<file path="config.mk">
export PLATFORM = sky130hd
export DESIGN_NAME = puf_scan_response_collector
export DESIGN_NICKNAME = d
export VERILOG_FILES = /design/src/rtl/puf_pkg.sv /design/src/rtl/puf_shift_capture.sv /design/src/rtl/puf_scan_response_collector.sv
export SDC_FILE = /design/constraint.sdc
export NUM_CORES = 1
export LEC_CHECK = 0
export CORE_ASPECT_RATIO = 0.6
export CORE_MARGIN = 4
export CORE_UTILIZATION = 55
export DETAILED_ROUTE_END_ITERATION = 12
export DONT_BUFFER_PORTS = 1
export PLACE_DENSITY = 0.84
export REMOVE_ABC_BUFFERS = 1
export SKIP_LAST_GASP = 1
export SYNTH_ARGS = -nofsm -noshare
export SYNTH_HDL_FRONTEND = slang
export SYNTH_SLANG_ARGS = --single-unit
export TNS_END_PERCENT = 10
</file>
<file path="constraint.sdc">
create_clock -name clk -period 1.55 [get_ports clk]
set_input_delay 0.2325 -clock clk [delete_from_list [all_inputs] [get_ports clk]]
set_output_delay 0.2325 -clock clk [all_outputs]
set_load 0.005 [all_outputs]
</file>
<file path="src/rtl/puf_pkg.sv">
// Shared definitions for the PUF scan-window blocks (counter and response collector).
package puf_pkg;

  localparam int DEF_RESP_WIDTH  = 64;
  localparam int DEF_COUNT_WIDTH = 16;

  typedef enum logic [1:0] {
    ST_IDLE  = 2'd0,
    ST_SHIFT = 2'd1,
    ST_HOLD  = 2'd2
  } puf_state_t;

endpackage

</file>
<file path="src/rtl/puf_shift_capture.sv">
// Serial response shift register with a saturating sampled-bit counter and a
// sticky overflow flag; sequenced by the collector FSM through i_start/i_shift.
module puf_shift_capture #(
  parameter int RESP_WIDTH  = 64,
  parameter int COUNT_WIDTH = 16
) (
  input  logic                   clk,
  input  logic                   rst_n,
  input  logic                   i_start,
  input  logic                   i_shift,
  input  logic                   i_bit,
  output logic [RESP_WIDTH-1:0]  o_shreg,
  output logic [COUNT_WIDTH-1:0] o_bit_count,
  output logic                   o_overflow
);

  localparam logic [COUNT_WIDTH:0] LP_FULL = (COUNT_WIDTH+1)'(RESP_WIDTH);

  logic [RESP_WIDTH-1:0]  r_shreg;
  logic [COUNT_WIDTH-1:0] r_bit_count;
  logic                   r_overflow;
  logic                   w_full;

  // Register already holds RESP_WIDTH bits, so the next sample pushes one out.
  assign w_full = ({1'b0, r_bit_count} >= LP_FULL);

  always_ff @(posedge clk or negedge rst_n) begin
    if (!rst_n) begin
      r_shreg     <= '0;
      r_bit_count <= '0;
      r_overflow  <= 1'b0;
    end else if (i_start) begin
      r_shreg     <= {{(RESP_WIDTH-1){1'b0}}, i_bit};
      r_bit_count <= COUNT_WIDTH'(1);
      r_overflow  <= 1'b0;
    end else if (i_shift) begin
      r_shreg <= {r_shreg[RESP_WIDTH-2:0], i_bit};
      if (r_bit_count != '1) begin
        r_bit_count <= r_bit_count + COUNT_WIDTH'(1);
      end
      if (w_full) begin
        r_overflow <= 1'b1;
      end
    end
  end

  assign o_shreg     = r_shreg;
  assign o_bit_count = r_bit_count;
  assign o_overflow  = r_overflow;

endmodule

</file>
<file path="src/rtl/puf_scan_response_collector.sv">
// Collects the serial PUF response over a scan window and offers the assembled
// word on a valid/ready port; windows arriving while a word is held are dropped.
module puf_scan_response_collector
  import puf_pkg::*;
#(
  parameter int RESP_WIDTH  = DEF_RESP_WIDTH,
  parameter int COUNT_WIDTH = DEF_COUNT_WIDTH
) (
  input  logic                   clk,
  input  logic                   rst_n,
  input  logic                   scan_enable,
  input  logic                   scan_in,
  input  logic                   count_done,
  input  logic                   resp_ready,
  output logic [RESP_WIDTH-1:0]  response,
  output logic                   resp_valid,
  output logic [COUNT_WIDTH-1:0] bit_count,
  output logic                   overflow,
  output logic                   busy,
  output logic                   capture_dropped,
  output logic [1:0]             dbg_state
);

  // Handshake: resp_valid rises the cycle after count_done and stays high with
  // stable data until a cycle where resp_valid && resp_ready; that cycle is the
  // transfer and resp_valid drops on the following cycle.

  puf_state_t r_state;
  puf_state_t w_next_state;
  logic       r_scan_en_d;
  logic       r_block;
  logic       r_dropped;
  logic       w_start;
  logic       w_shift;

  always_comb begin
    w_next_state = r_state;
    w_start      = 1'b0;
    w_shift      = 1'b0;
    case (r_state)
      ST_IDLE: begin
        // A window already underway when we came back from HOLD is partial; skip it.
        if (scan_enable && !r_block) begin
          w_start      = 1'b1;
          w_next_state = count_done ? ST_HOLD : ST_SHIFT;
        end
      end
      ST_SHIFT: begin
        w_shift = scan_enable;
        if (count_done) begin
          w_next_state = ST_HOLD;
        end
      end
      ST_HOLD: begin
        if (resp_ready) begin
          w_next_state = ST_IDLE;
        end
      end
      default: w_next_state = ST_IDLE;
    endcase
  end

  always_ff @(posedge clk or negedge rst_n) begin
    if (!rst_n) begin
      r_state     <= ST_IDLE;
      r_scan_en_d <= 1'b0;
      r_block     <= 1'b0;
      r_dropped   <= 1'b0;
    end else begin
      r_state     <= w_next_state;
      r_scan_en_d <= scan_enable;
      r_block     <= scan_enable && ((r_state == ST_HOLD) || r_block);
      r_dropped   <= (r_state == ST_HOLD) && scan_enable && !r_scan_en_d;
    end
  end

  puf_shift_capture #(
    .RESP_WIDTH  (RESP_WIDTH),
    .COUNT_WIDTH (COUNT_WIDTH)
  ) u_capture (
    .clk         (clk),
    .rst_n       (rst_n),
    .i_start     (w_start),
    .i_shift     (w_shift),
    .i_bit       (scan_in),
    .o_shreg     (response),
    .o_bit_count (bit_count),
    .o_overflow  (overflow)
  );

  assign resp_valid      = (r_state == ST_HOLD);
  assign busy            = (r_state != ST_IDLE);
  assign capture_dropped = r_dropped;
  assign dbg_state       = r_state;

endmodule

</file>
==> results of run 1 <==
## layout make-up
class,count,area share [%]
clock buffer,10,5.08
clock inverter,6,2.08
inverter,5,0.417
multi-input combinational,290,33.1
sequential,86,47.8
tap,87,2.42
timing repair buffer,46,9.14
## registers in the layout (all words and copies together), names as in the netlist
register and cells:
u_capture.o_overflow 1, u_capture.o_shreg 64, r_block 1, capture_dropped 1, u_capture.o_bit_count 16, r_scan_en_d 1
dbg_state 2
## power by group
| group | internal [µW] | switching, µW | leakage (µW) |
|---|---|---|---|
| clock network | 1420 | 887 | 0.000153 |
| registers | 2310 | 69.7 | 0.00119 |
| logic | 292 | 417 | 0.000650 |
## layer usage
layer | up-vias | wire length [µm] | GRT usage, %
li1 | 1447 | - | -
met1 | 1519 | 3840 | 31.2
met2 | 121 | 4520 | 36.7
met3 | 12 | 971 | 10.5
met4 | 0 | 92 | 6.77
met5 | - | 0 | 0
## Yosys cell counts (3+ instances only)
library cell  number
a211oi_1           4
a21oi_1           71
a22o_1             3
and4_1             3
buf_2              7
clkbuf_1          16
dfrtp_1           86
inv_1              5
mux2i_1            7
nand2_1          136
nand2b_1           3
nand3_1            7
nand4_1            5
nor2_1             9
nor3_1             3
nor4_1             4
o21ai_0            3
## how the worst max path moves through the flow
stage	cells past startpoint	slack, ns	endpoint
3_5_place_dp	5	-0.1	u_capture.o_bit_count[13]
5_1_grt	5	-0.12	u_capture.o_bit_count[13]
2_1_floorplan	3	-5.60	u_capture.o_shreg[0]
6_report	5	-0.04	u_capture.o_bit_count[13]
3_3_place_gp	5	0.007	u_capture.o_bit_count[11]
4_1_cts	5	-0.04	u_capture.o_bit_count[13]
## critical path, cell delays in order (launching register included)
cell and delay (ns):
dfrtp_1 0.43, ha_2 0.22, nand3_2 0.10, o211ai_1 0.16
or4_1 0.45, a21oi_1 0.16
## what timing repair did
item | CTS | global route
hold endpoints to repair | 89 | 86
pin swaps | 1 | 2
gates resized for setup | 3 | 5
endpoints found under the setup margin | 8 | 80
setup buffers | 1 | 2
## cell families (layout without fill, tap and decap cells)
family | Yosys count | after routing | synth area share [%]
muxes | 8 | 8 | 2.16
buffers and inverters | 32 | 67 | 3.99
and+or+nand+nor | 189 | 189 | 22.7
DFF | 86 | 86 | 57.1
adders and majority gates | 2 | 2 | 0.664
AOI/OAI and AO/OA | 91 | 91 | 13.4
## per-stage QoR
stage	hold slack, ns	TNS [ns]	utilization [%]	worst slack, ns	total power [µW]
2_1_floorplan	-0.0631	-358.06	-	-5.60	2720
5_1_grt	-0.428	-1.19	67.8	-0.120	5610
6_report	-0.407	-0.150	67.8	-0.0385	5400
3_3_place_gp	-0.0606	0	61.8	0.00686	3050
3_5_place_dp	-0.0609	-0.213	61.8	-0.0973	3070
4_1_cts	-0.428	-0.188	67.2	-0.0433	5410
==> results.ini, run 1 <==
[layout]
mostFrequentLayoutCells=nand2_1 (136), dfrtp_1 (85), a21oi_1 (71)
multi_input_area_mm2=0.00149
fin_cells=530
fill_cells=530
ff_latch_area_mm2=0.00215
layout_commonest_cell=nand2_1
area_growth_pct=19.6
final_area_mm2=0.00450
diodes=0
drive_gt1_share_pct=16.5
layout.nets=446

[synthesis]
yosys_warnings=0
ys_types=46
ys_ff_latch=86
yosysSeqAreaShare_pct=57.1
synth_edf_count=0
async_reset_ff_share_pct=100
synthFlopType=dfrtp_1
synth_area_leaders=dfrtp_1 (57%), nand2_1 (14%), a21oi_1 (9.4%), mux2i_1 (1.9%), clkbuf_1 (1.6%)
netlist.area_leader.share_pct=57.1
netlist_area_mm2=0.00377
avgSynthCellArea_um2=9.23
yosys.area.top_type=dfrtp_1
synth_cells=408

[timing]
hold_violations=86
setup_viol=6
setup_slack_ns=-0.0385
tightest_slew_ns=0.430
max_freq_ghz=0.630
timing.final.crit_share_pct=102
drv_slew=0
whs_ns=-0.407
rsz0062_at_grt=true
slew_headroom_pct=71.1
skew_ns=0.0100
fin_crit_ns=1.59

[critical_path]
cp.arrival_ns=1.85
end_kind=register
r2r_slack_ns=-0.04
crit_required_ns=1.82
timing_worst_setup_path_type=register to register
crit_path_start_kind=register
crit_fanout=4
setup.worst_path.start=u_capture.o_bit_count[0]
r2r-end=u_capture.o_bit_count[13]
rr_worst_depth=5
r2r_start=u_capture.o_bit_count[0]

[route]
drt-vias-per-instance=5.85
wire_per_inst_um=17.8
via_count=3099
drc=0
finalWirelength_um=9420
first_pass_iters=4
antenna_left=0
drtIter0Drc=208

[cts]
clkSinkCount=86
cts-htree-levels=3
cts_root_buf=clkbuf_16
clk_latency_ns=0.34
cts_tree=yes
cts_hold_buf=2
clk_path_buf_depth=2
cts_buffers=9
cts.reportedPaths.clkPinSlew_ns=0.07

[outcome]
status=finished, violations left
violations=negative hold slack, negative setup slack

[pwr]
max-vdd-ir-drop_v=0.000705
powerDensity_mw_per_mm2=1200
p_leak_uw=0.00199

[global_routing]
grt_pass1_wl_um=15400
grt_pass1_vias=3015
grt_max_degree=87
antenna_found_initial=0
grt_overflow_total=0
track_usage_pct=23.9

[die]
die_h_um=72.1
die_width_um=115
dieArea_mm2=0.00828
ios=92
rows=23
initial_core_util_pct=56.7
core-area_mm2=0.00665

[run]
maxCapViolCount=0

[placement]
io_buffers=0
dpl.cell_count=509
dp_hpwl_um=6290
routabilityCongestion=0.878
place_area_mm2=0.00411

[worst_hold_path]
hold_class=primary input to asynchronous set/reset pin

Power figures use the tool's default switching activity.
==> inputs of run 2 (changes only) <==
CELL_PAD_IN_SITES_DETAIL_PLACEMENT = 0   (was unset)
CELL_PAD_IN_SITES_GLOBAL_PLACEMENT = 1   (was unset)
CORE_UTILIZATION = 42   (was 55)
PLACE_DENSITY = 0.85   (was 0.84)
==> results.ini, run 2 (same netlist as run 1, synthesis figures left out) <==
[critical_path]
end_kind=register  ; unchanged
worstPathCellList=buf_6 -> and3_4 -> o211ai_1 -> buf_4 -> nor4_4 -> mux2i_1  ; was ha_2 -> nand3_2 -> o211ai_1 -> or4_1 -> a21oi_1
r2r_slack_ns=-0.05  ; was -0.04 ns
crit_path_max_incr_delay_ns=0.44  ; was 0.45 ns
crit_path_start_kind=register  ; unchanged
rr_worst_depth=6  ; was 5
cp.arrival_ns=1.84  ; was 1.85 ns
timing_worst_setup_path_type=register to register  ; unchanged
crit_required_ns=1.79  ; was 1.82 ns
slowest_stage=dfrtp_2  ; was or4_1
crit_fanout=5  ; was 4
r2r_start=u_capture.o_bit_count[0]  ; unchanged
r2r-end=u_capture.o_bit_count[15]  ; was u_capture.o_bit_count[13]

[global_routing]
antenna_found_initial=0  ; unchanged
track_usage_pct=18.9  ; was 23.9%
grt_max_degree=87  ; unchanged
grt_pass1_vias=3076  ; was 3015
grt_overflow_total=0  ; unchanged
grt_pass1_wl_um=15700  ; was 15400 µm

[die]
ios=92  ; unchanged
die_h_um=81.4  ; was 72.1 µm
initial_core_util_pct=43.7  ; was 56.7%
core-area_mm2=0.00862  ; was 0.00665 mm²
dieArea_mm2=0.0106  ; was 0.00828 mm²
die_width_um=130  ; was 115 µm
rows=26  ; was 23

[route]
route.met2.wl_um=4320  ; was 4520 µm
route.top_layer_used=met4  ; unchanged
wl_met1_um=4310  ; was 3840 µm
wl_met3_um=1090  ; was 971 µm
drtIter0Drc=220  ; was 208
drc=0  ; unchanged
finalWirelength_um=9780  ; was 9420 µm
wire_per_inst_um=17.5  ; was 17.8 µm
first_pass_iters=4  ; unchanged
drt-vias-per-instance=5.54  ; was 5.85
antenna_left=0  ; unchanged
via_count=3105  ; was 3099

[layout]
layout.nets=452  ; was 446
fill_cells=773  ; was 530
layout_commonest_cell=nand2_1  ; unchanged
drive_gt1_share_pct=19.4  ; was 16.5%
largest_register_ffs=64  ; unchanged
mostFrequentLayoutCells=nand2_1 (136), dfrtp_1 (83), a21oi_1 (69)  ; was nand2_1 (136), dfrtp_1 (85), a21oi_1 (71)
area_growth_pct=22.4  ; was 19.6%
final_core_util_pct=53.5  ; was 67.8%
diodes=0  ; unchanged
fin_cells=560  ; was 530

[timing]
skew_ns=0.00557  ; was 0.0100 ns
whs_ns=-0.407  ; about the same
slew_headroom_pct=74.8  ; was 71.1%
setup_tns_ns=-0.138  ; was -0.150 ns
rsz0062_at_grt=true  ; unchanged
setup_viol=6  ; unchanged
hold_violations=86  ; unchanged
setup_slack_ns=-0.0475  ; was -0.0385 ns
max_freq_ghz=0.626  ; was 0.630 GHz
timing.final.crit_share_pct=103  ; was 102%
tightest_slew_ns=0.376  ; was 0.430 ns
fin_crit_ns=1.60  ; was 1.59 ns
drv_slew=0  ; unchanged

[cts]
cts_root_buf=clkbuf_16  ; unchanged
cts_buffers=9  ; unchanged
clkSinkCount=86  ; unchanged
cts_hold_buf=2  ; unchanged
cts.reportedPaths.clkPinSlew_ns=0.06  ; was 0.07 ns
clk_latency_ns=0.33  ; was 0.34 ns
clk_path_buf_depth=2  ; unchanged
cts-htree-levels=3  ; unchanged
cts_tree=yes  ; unchanged

[pwr]
p_leak_uw=0.00202  ; was 0.00199 µW
powerDensity_mw_per_mm2=1160  ; was 1200 mW/mm²
power_uw=5360  ; was 5400 µW
max-vdd-ir-drop_v=0.000896  ; was 0.000705 V

[outcome]
violations=negative hold slack, negative setup slack  ; unchanged
status=finished, violations left  ; unchanged

[placement]
io_buffers=0  ; unchanged
routabilityCongestion=0.895  ; was 0.878
dpl.cell_count=539  ; was 509
dp_hpwl_um=6580  ; was 6290 µm
pre_cts_slack_ns=-0.144  ; was -0.0973 ns

[worst_hold_path]
hold_class=primary input to asynchronous set/reset pin  ; unchanged

[run]
maxCapViolCount=0  ; unchanged

==> run 2: cell count changes in the layout (fill, tap and decap cells not counted), sizes merged <==
cell / delta
clkinv: -1
clkbuf: +3
inv: -1
buf: +4
==> run 2: report_power, final <==
group	internal (µW)	switching, µW
combinational	318	428
sequential	2320	81.9
clock	1400	814
total	4030	1320
==> run 2: timing repair <==
action,in CTS,in global routing
pin swaps,5,2
hold endpoints to repair,88,86
endpoints found under the setup margin,26,75
gates resized for setup,12,14
gates cloned,0,1
buffers inserted,2,1
==> run 2: area by class of cell <==
type                       instances  area (µm²)  share of cell area (%)
inverter                           5        18.8                   0.407
sequential                        86        2160                    46.8
multi-input combinational        290        1550                    33.5
clock inverter                     4        72.6                    1.57
clock buffer                      11         233                    5.05
tap                              112         140                    3.04
timing repair buffer              52         445                    9.66
==> run 2: how the worst max path moves through the flow <==
stage                             start                   endpoint  slack (ns)  cells after the start
6_report       u_capture.o_bit_count[0]  u_capture.o_bit_count[15]       -0.05                      6
5_1_grt                    dbg_state[1]       u_capture.o_shreg[0]       -0.12                      4
4_1_cts        u_capture.o_bit_count[0]  u_capture.o_bit_count[13]       -0.08                      5
3_5_place_dp   u_capture.o_bit_count[3]  u_capture.o_bit_count[15]       -0.14                      4
3_3_place_gp   u_capture.o_bit_count[5]  u_capture.o_bit_count[15]       -0.12                      4
2_1_floorplan              dbg_state[1]       u_capture.o_shreg[0]       -5.60                      3
==> run 2: stage by stage <==
stage	hold slack [ns]	cell area, µm²
CTS	-0.417	4540
detailed placement	-0.0607	4150
global route	-0.428	4610
finish	-0.407	4610
floorplan	-0.0631	3640
global placement	-0.0599	4150
==> run 2: worst max-delay path: cells and delay by family, from the launching register on <==
family	cells	cell delay, ns
mux	1	0.24
simple gates	2	0.36
buf+inv	2	0.31
flops	1	0.44
compound gates	1	0.16
==> run 2: metal layers <==
layer	track usage, %	up-vias
li1	-	1455
met1	25.9	1515
met2	27.4	126
met3	9.26	9
met4	3.73	0
met5	0	-
